[src/rtl/ram_fifo_thresh.sv]
// RAM-backed FIFO with level-based almost-full/almost-empty flags and sticky error flags.
// Define RAMFIFO_FWFT_EN to build the first-word-fall-through variant (prefetch output register).
module ram_fifo_thresh #(
    parameter int WIDTH     = 8,
    parameter int ADDR_BITS = 4,
    parameter int AF_LEVEL  = 14,
    parameter int AE_LEVEL  = 2
) (
    input  logic                 clk,
    input  logic                 res,
    input  logic                 shift_in,
    input  logic [WIDTH-1:0]     wdata,
    input  logic                 shift_out,
    input  logic                 clr_err,
    output logic [WIDTH-1:0]     rdata,
    output logic                 rdata_valid,
    output logic                 full,
    output logic                 empty,
    output logic                 almost_full,
    output logic                 almost_empty,
    output logic [ADDR_BITS:0]   level,
    output logic                 overflow,
    output logic                 underflow
);

    localparam int DEPTH = 1 << ADDR_BITS;
    localparam logic [ADDR_BITS:0] LVL_FULL = (ADDR_BITS+1)'(DEPTH);
    localparam logic [ADDR_BITS:0] LVL_AF   = (ADDR_BITS+1)'(AF_LEVEL);
    localparam logic [ADDR_BITS:0] LVL_AE   = (ADDR_BITS+1)'(AE_LEVEL);

    logic [WIDTH-1:0]   r_mem [DEPTH];
    logic [ADDR_BITS:0] r_wr_ptr;
    logic [ADDR_BITS:0] r_rd_ptr;
    logic [ADDR_BITS:0] r_level;
    logic [WIDTH-1:0]   r_rdata;
    logic               r_overflow;
    logic               r_underflow;

    logic w_full;
    logic w_empty;
    logic w_pop_acc;
    logic w_wr_acc;
    logic w_ram_wr;
    logic w_ram_rd;
    logic w_bypass;

    assign w_full    = (r_level == LVL_FULL);
    assign w_empty   = (r_level == '0);
    assign w_pop_acc = shift_out & ~w_empty;
    assign w_wr_acc  = shift_in & (~w_full | w_pop_acc);

`ifdef RAMFIFO_FWFT_EN
    logic w_ram_empty;

    // The output register holds the head word whenever level > 0; the RAM holds the rest.
    // A write that would become the head goes straight into the output register.
    assign w_ram_empty = (r_rd_ptr == r_wr_ptr);
    assign w_bypass    = w_wr_acc & w_ram_empty & (w_empty | w_pop_acc);
    assign w_ram_wr    = w_wr_acc & ~w_bypass;
    assign w_ram_rd    = w_pop_acc & ~w_ram_empty;
    assign rdata_valid = 1'b0;
`else
    logic r_rdata_valid;

    assign w_bypass    = 1'b0;
    assign w_ram_wr    = w_wr_acc;
    assign w_ram_rd    = w_pop_acc;
    assign rdata_valid = r_rdata_valid;

    always_ff @(posedge clk) begin
        if (res) begin
            r_rdata_valid <= 1'b0;
        end else begin
            r_rdata_valid <= w_pop_acc;
        end
    end
`endif

    // Array is never reset; contents are discarded logically through the pointers.
    always_ff @(posedge clk) begin
        if (!res && w_ram_wr) begin
            r_mem[r_wr_ptr[ADDR_BITS-1:0]] <= wdata;
        end
    end

    always_ff @(posedge clk) begin
        if (res) begin
            r_wr_ptr    <= '0;
            r_rd_ptr    <= '0;
            r_level     <= '0;
            r_rdata     <= '0;
            r_overflow  <= 1'b0;
            r_underflow <= 1'b0;
        end else begin
            if (w_ram_wr) begin
                r_wr_ptr <= r_wr_ptr + 1'b1;
            end
            if (w_ram_rd) begin
                r_rdata  <= r_mem[r_rd_ptr[ADDR_BITS-1:0]];
                r_rd_ptr <= r_rd_ptr + 1'b1;
            end else if (w_bypass) begin
                r_rdata <= wdata;
            end

            if (w_wr_acc && !w_pop_acc) begin
                r_level <= r_level + 1'b1;
            end else if (!w_wr_acc && w_pop_acc) begin
                r_level <= r_level - 1'b1;
            end

            // A new error in the same cycle as clr_err wins.
            r_overflow  <= (shift_in & ~w_wr_acc) | (r_overflow & ~clr_err);
            r_underflow <= (shift_out & ~w_pop_acc) | (r_underflow & ~clr_err);
        end
    end

    assign rdata        = r_rdata;
    assign level        = r_level;
    assign full         = w_full;
    assign empty        = w_empty;
    assign almost_full  = (r_level >= LVL_AF);
    assign almost_empty = (r_level <= LVL_AE);
    assign overflow     = r_overflow;
    assign underflow    = r_underflow;

endmodule

[config.mk]
export PLATFORM = sky130hd
export DESIGN_NAME = ram_fifo_thresh
export DESIGN_NICKNAME = d
export VERILOG_FILES = /design/src/rtl/ram_fifo_thresh.sv
export SDC_FILE = /design/constraint.sdc
export NUM_CORES = 1
export LEC_CHECK = 0
export CORE_MARGIN = 1.5
export CORE_UTILIZATION = 59
export DETAILED_ROUTE_END_ITERATION = 8
export GPL_ROUTABILITY_DRIVEN = 0
export HOLD_SLACK_MARGIN = 0.12
export MAX_ROUTING_LAYER = met4
export PLACE_DENSITY = 0.83
export SYNTH_ARGS = -nofsm -noshare
export SYNTH_HDL_FRONTEND = slang
export SYNTH_SLANG_ARGS = --single-unit
[constraint.sdc]
create_clock -name clk -period 3.39 [get_ports clk]
set_input_delay 0.5085 -clock clk [delete_from_list [all_inputs] [get_ports clk]]
set_output_delay 0.5085 -clock clk [all_outputs]
set_load 0.05 [all_outputs]
# After elaboration in Yosys (flattened, before gate mapping)

Memories as Yosys holds them, arrays and structs flattened. A register that Yosys moved wholly into a read port is not among the register bits.
Index checks and enable logic that the tools add are counted.

Bits in writable memories: 128
Word-level logic and storage cells: 40
Memories: 1
Memory bits (read-only): 0
Bits in registers: 18
Bits in latches: 0
Output and inout port bits: 20

Add/subtract/negate cells: 4
Reductions and logical operators: 8
Bitwise logic cells: 14
Divide/modulo/power cells: 0
Order comparisons: 2
Multiplexer cells: 4
Multipliers: 0
Shifts and indexed selects: 0
Eq/ne operators: 1

Memories:

| name  | depth | bits a word | read ports | clocked after memory_dff | wr ports | line | RTL |
|---|---|---|---|---|---|---|---|
| r_mem | 16    | 8           | 1          | 1                        | 1        | 31   | `logic [WIDTH-1:0] r_mem [DEPTH];` |

Operators with widths:

| cell                                                               | count |
|---|---|
| adder 5 x 1 -> 5 bit (second input constant)                       | 3 |
| 2-to-1 mux 5 bit                                                   | 2 |
| bitwise AND 1 bit                                                  | 6 |
| equality test 5 bit (second input constant)                        | 1 |
| greater-or-equal comparator 5 x 4 -> 1 bit (second input constant) | 1 |
| <= comparator 5 x 2 -> 1 bit (second input constant)               | 1 |
| logical NOT 5 bit                                                  | 1 |
| NOT 1 bit                                                          | 5 |
| subtractor 5 x 1 -> 5 bit (second input constant)                  | 1 |
| logical AND 1 bit                                                  | 3 |
| logical NOT 1 bit                                                  | 3 |
| OR 1 bit                                                           | 3 |
| 2-to-1 mux 1 bit                                                   | 2 |
| nonzero test 2 bit                                                 | 1 |

# Longest topological paths before layout

Depth after elaboration: 9
Gate-level depth with buffers: 12

# Least setup slack after synthesis

No wires, ideal clock.

Path kind: reg2out
From: reg r_level[1] (netlist: level[1])
To: out almost_empty
Cell stages (with the launch flop): 2
Setup slack: -0.203 ns
Path buffers: 0
Arrival: 3.085 ns
Path through: dfxtp_1 -> a2111oi_0

Longest elaborated chain between the ends: 1

RTL lines:

| what                         | line | RTL |
|---|---|---|
| start, declared              | 34   | `logic [ADDR_BITS:0] r_level;` |
| start signal, assigned       | 106  | `r_level <= r_level + 1'b1;` |
| start signal, assigned       | 108  | `r_level <= r_level - 1'b1;` |
| <= comparator 5 x 2 -> 1 bit | 122  | `assign almost_empty = (r_level <= LVL_AE);` |
| end, declared                | 20   | `output logic almost_empty,` |

No other way between the ends.

# Final worst setup path

From: reg r_level[2] (netlist: level[2])
To: out empty

Longest elaborated chain between the ends: 1

RTL lines:

| what              | line | RTL |
|---|---|---|
| logical NOT 5 bit | 48   | `assign w_empty = (r_level == '0);` |
| end, declared     | 18   | `output logic empty,` |

No other way between the ends.

==> metrics.md <==
| Metric | Value |
|---|---|
| Share of the synthesized area in the top cell type | `roughly 62%` |
| Setup Fix Bufs, Post-CTS | `0` |
| Outcome | `complete, no violations` |
| Antenna cell count | `0` |
| Main synth FF type | `edfxtp_1` |
| TritonCTS clock tree | `yes` |
| Total power | `approximately 0.0052 W` |
| Tot GR Track Use | `roughly a quarter` |
| Post-synthesis cell area | `roughly 0.006 mm^2` |
| DP Wirelength | `7860 um` |
| Area Growth Syn to Fin | `16.5%` |
| Clk root buf | `clkbuf_8` |
| CP startpoint kind | `register` |
| Worst slew pin tran | `~800 ps` |
| Core footprint | `approximately 0.010 mm^2` |
| Synth cell types | `35` |
| Overall routed net length | `approximately 13,000 um` |
| Slowest CP cell | `clkdlybuf4s50_1` |
| Skew-Pair Late Insertion Delay | `530 ps` |
| Initial core utilization | `about three fifths` |
| Max VDD drop | `0.436 mV` |
| CTS max path bufs | `2` |
| Per-cell routed wire length | `between 20 and 25 um` |
| 1st-pass router iterations | `6` |
| Leak | `roughly 2.3 nW` |
| Fin crit share | `92.5%` |
| CP endpoint kind | `output pin` |
| Ys Warns | `0` |
| Most frequent cells after synthesis | `128 x edfxtp_1, 67 x mux2i_1, 47 x nor2_1` |
| Worst setup path class | `register to output pin` |
| Filler cell count | `roughly 640` |
| Power Density | `approximately 730 mW/mm^2` |
| # clock sinks | `around 150` |
| Vias in the first global route | `about 3,500` |
| CTS resizes | `0` |
| Post-synthesis register bit count | `152` |
| Unrepaired setup endpoints after global routing | `no` |
| Synth Instances | `between 400 and 500` |
| CP required | `around 2900 ps` |
| Number of synthesized flops with an enable pin | `approximately 130` |
| Fin. max-slew vios | `0` |
| Syn Area/Cell | `about 15 um^2` |
| Initial antenna violation count | `0` |
| Grt total ovfl | `0` |
| Fmax | `319 MHz` |
| Worst slew margin | `46.8%` |
| CTS buffer count | `17` |
| 1st-iter DRT viols | `about 420` |
| Layout cells sized above 1 | `11.5%` |
| Final setup viols | `0` |
| Clk slew on worst S/H paths | `roughly 60 ps` |
| Max Cap Violations | `0` |
| Avg Vias per Cell | `between 6 and 7` |
| CP max stage delay | `~830 ps` |
| Area leader, netlist | `edfxtp_1` |
| Setup TNS | `0 ps` |
| Ports | `33` |
| Die X | `approximately 110 um` |
| PortBufs | `32` |
| Crit path max fanout | `9` |
| Hold Buf Count CTS | `0` |
| Syn nets | `between 400 and 500` |
| Hold Path Cell Cnt | `2` |
| Post-Route Utilization | `70.0%` |
| Count leader, synth | `edfxtp_1` |
| Via count | `3,554` |
| Residual DRC | `0` |
| Crit path cell chain | `or4_1, nor2_1, clkdlybuf4s50_1` |
| Final Hold Vio Count | `0` |
| Critical path data arrival time | `around 2600 ps` |
| Skew final | `10.3 ps` |
| Asr flop ratio synth | `0%` |
| Standard-cell rows | `37` |
| Reg2reg path depth | `10` |
| Synth top area cells | `edfxtp_1 62%, mux2i_1 11%, dfxtp_1 7.8%, o22ai_1 3.3%, nor2_1 2.9%` |
| CTS H-tree lvls | `4` |
| HP Class | `register to register` |
| First-pass GRT wire length | `about 20,000 um` |
| Die ar. | `roughly 0.011 mm^2` |
| Largest net degree at the start of global routing | `34` |
| Fin crit period | `3130 ps` |
| Die height | `between 100 and 150 um` |
| Antenna viol nets, final | `0` |
| Seq/Total Area, Yosys | `between 70% and 80%` |
| Nets@finish | `~460` |
worst max-delay path: cells and delay by family (launching register included):
family,cells,cell delay (ps)
DFF,1,360
and+or+nand+nor,2,920
buffers and inverters,1,830
cells by family after synthesis:
logic type	after synthesis	share of synthesized area, %
buf+inv	28	2.30
simple gates	81	6.20
xor+xnor	9	1.28
mux	68	11.1
compound gates	56	6.69
fa+ha+maj	10	2.16
flops	152	70.3
flip-flops by register name (all words and copies together), names as in the netlist:
| name | count |
|---|---|
| level | 5 |
| overflow | 1 |
| r_mem | 128 |
| r_rd_ptr | 4 |
| r_wr_ptr | 4 |
| rdata | 8 |
| rdata_valid | 1 |
| underflow | 1 |
layout make-up:
type | count | area, um^2 | share of cell area [%]
timing repair buffer | 41 | 388 | 5.41
clock buffer | 20 | 445 | 6.22
clock inverter | 12 | 126 | 1.76
multi-input combinational | 224 | 1690 | 23.6
inverter | 5 | 18.8 | 0.262
tap | 136 | 170 | 2.38
sequential | 152 | 4330 | 60.4
cells in the final DEF (no fill, tap or decap), drive strengths merged, types with 2 or more instances in the layout:
| master | netlist | layout |
|---|---|---|
| a21oi | 6 | 6 |
| clkinv | 0 | 8 |
| or3 | 2 | 2 |
| or3b | 3 | 3 |
| xnor2 | 3 | 3 |
| edfxtp | 128 | 128 |
| inv | 5 | 6 |
| nand2 | 8 | 8 |
| clkbuf | 9 | 20 |
| nand3 | 2 | 2 |
| xor2 | 6 | 6 |
| mux2i | 67 | 67 |
| dfxtp | 24 | 24 |
| a211oi | 8 | 8 |
| nor2 | 47 | 47 |
| o22ai | 32 | 32 |
| and3 | 2 | 2 |
| nor2b | 2 | 2 |
| clkdlybuf4s50 | 0 | 32 |
| nand3b | 5 | 5 |
| o211ai | 4 | 4 |
| nor4 | 8 | 8 |
| ha | 9 | 9 |
| bufinv | 0 | 2 |
| buf | 14 | 9 |
| a21o | 2 | 2 |
| o21a | 2 | 2 |
power by group:
part | total (W) | switching (W) | internal [W]
clock | 0.00180 | 0.000716 | 0.00108
sequential | 0.00223 | 0.000108 | 0.00212
combinational | 0.00117 | 0.000752 | 0.000414
through the flow:
| stage | instance area (um^2) | worst slack [ps] | hold WS [ps] | std cells |
|---|---|---|---|---|
| final | 7160 | 256 | 533 | 590 |
| after detailed placement | 6590 | 245 | 524 | 558 |
| after global routing | 7160 | 129 | 573 | 590 |
| after global placement | 6590 | 329 | 522 | 558 |
| after CTS | 7160 | 237 | 537 | 590 |
| after floorplan | 6150 | 160 | 528 | 404 |
final timing paths:
check                        startpoint                     to  slack, ps
setup / recovery  level[2]$_SDFFE_PP0P_                  empty        260
hold / removal    rdata[5]$_SDFFE_PP0P_  rdata[5]$_SDFFE_PP0P_        530
setup reg to reg  level[2]$_SDFFE_PP0P_  level[4]$_SDFFE_PP0P_        280
hold reg to reg   rdata[5]$_SDFFE_PP0P_  rdata[5]$_SDFFE_PP0P_        530
metal layers:
metal | share of wire [%] | global-route usage [%] | up-vias | routed length [um]
li1 | - | - | 1619 | -
met1 | 42 | 32.8 | 1764 | 5260
met2 | 51 | 39.6 | 152 | 6360
met3 | 6.1 | 5.68 | 19 | 766
met4 | 1.4 | 8.51 | 0 | 178
met5 | 0 | - | - | 0
No activity file was read; power rests on OpenSTA's default activity.
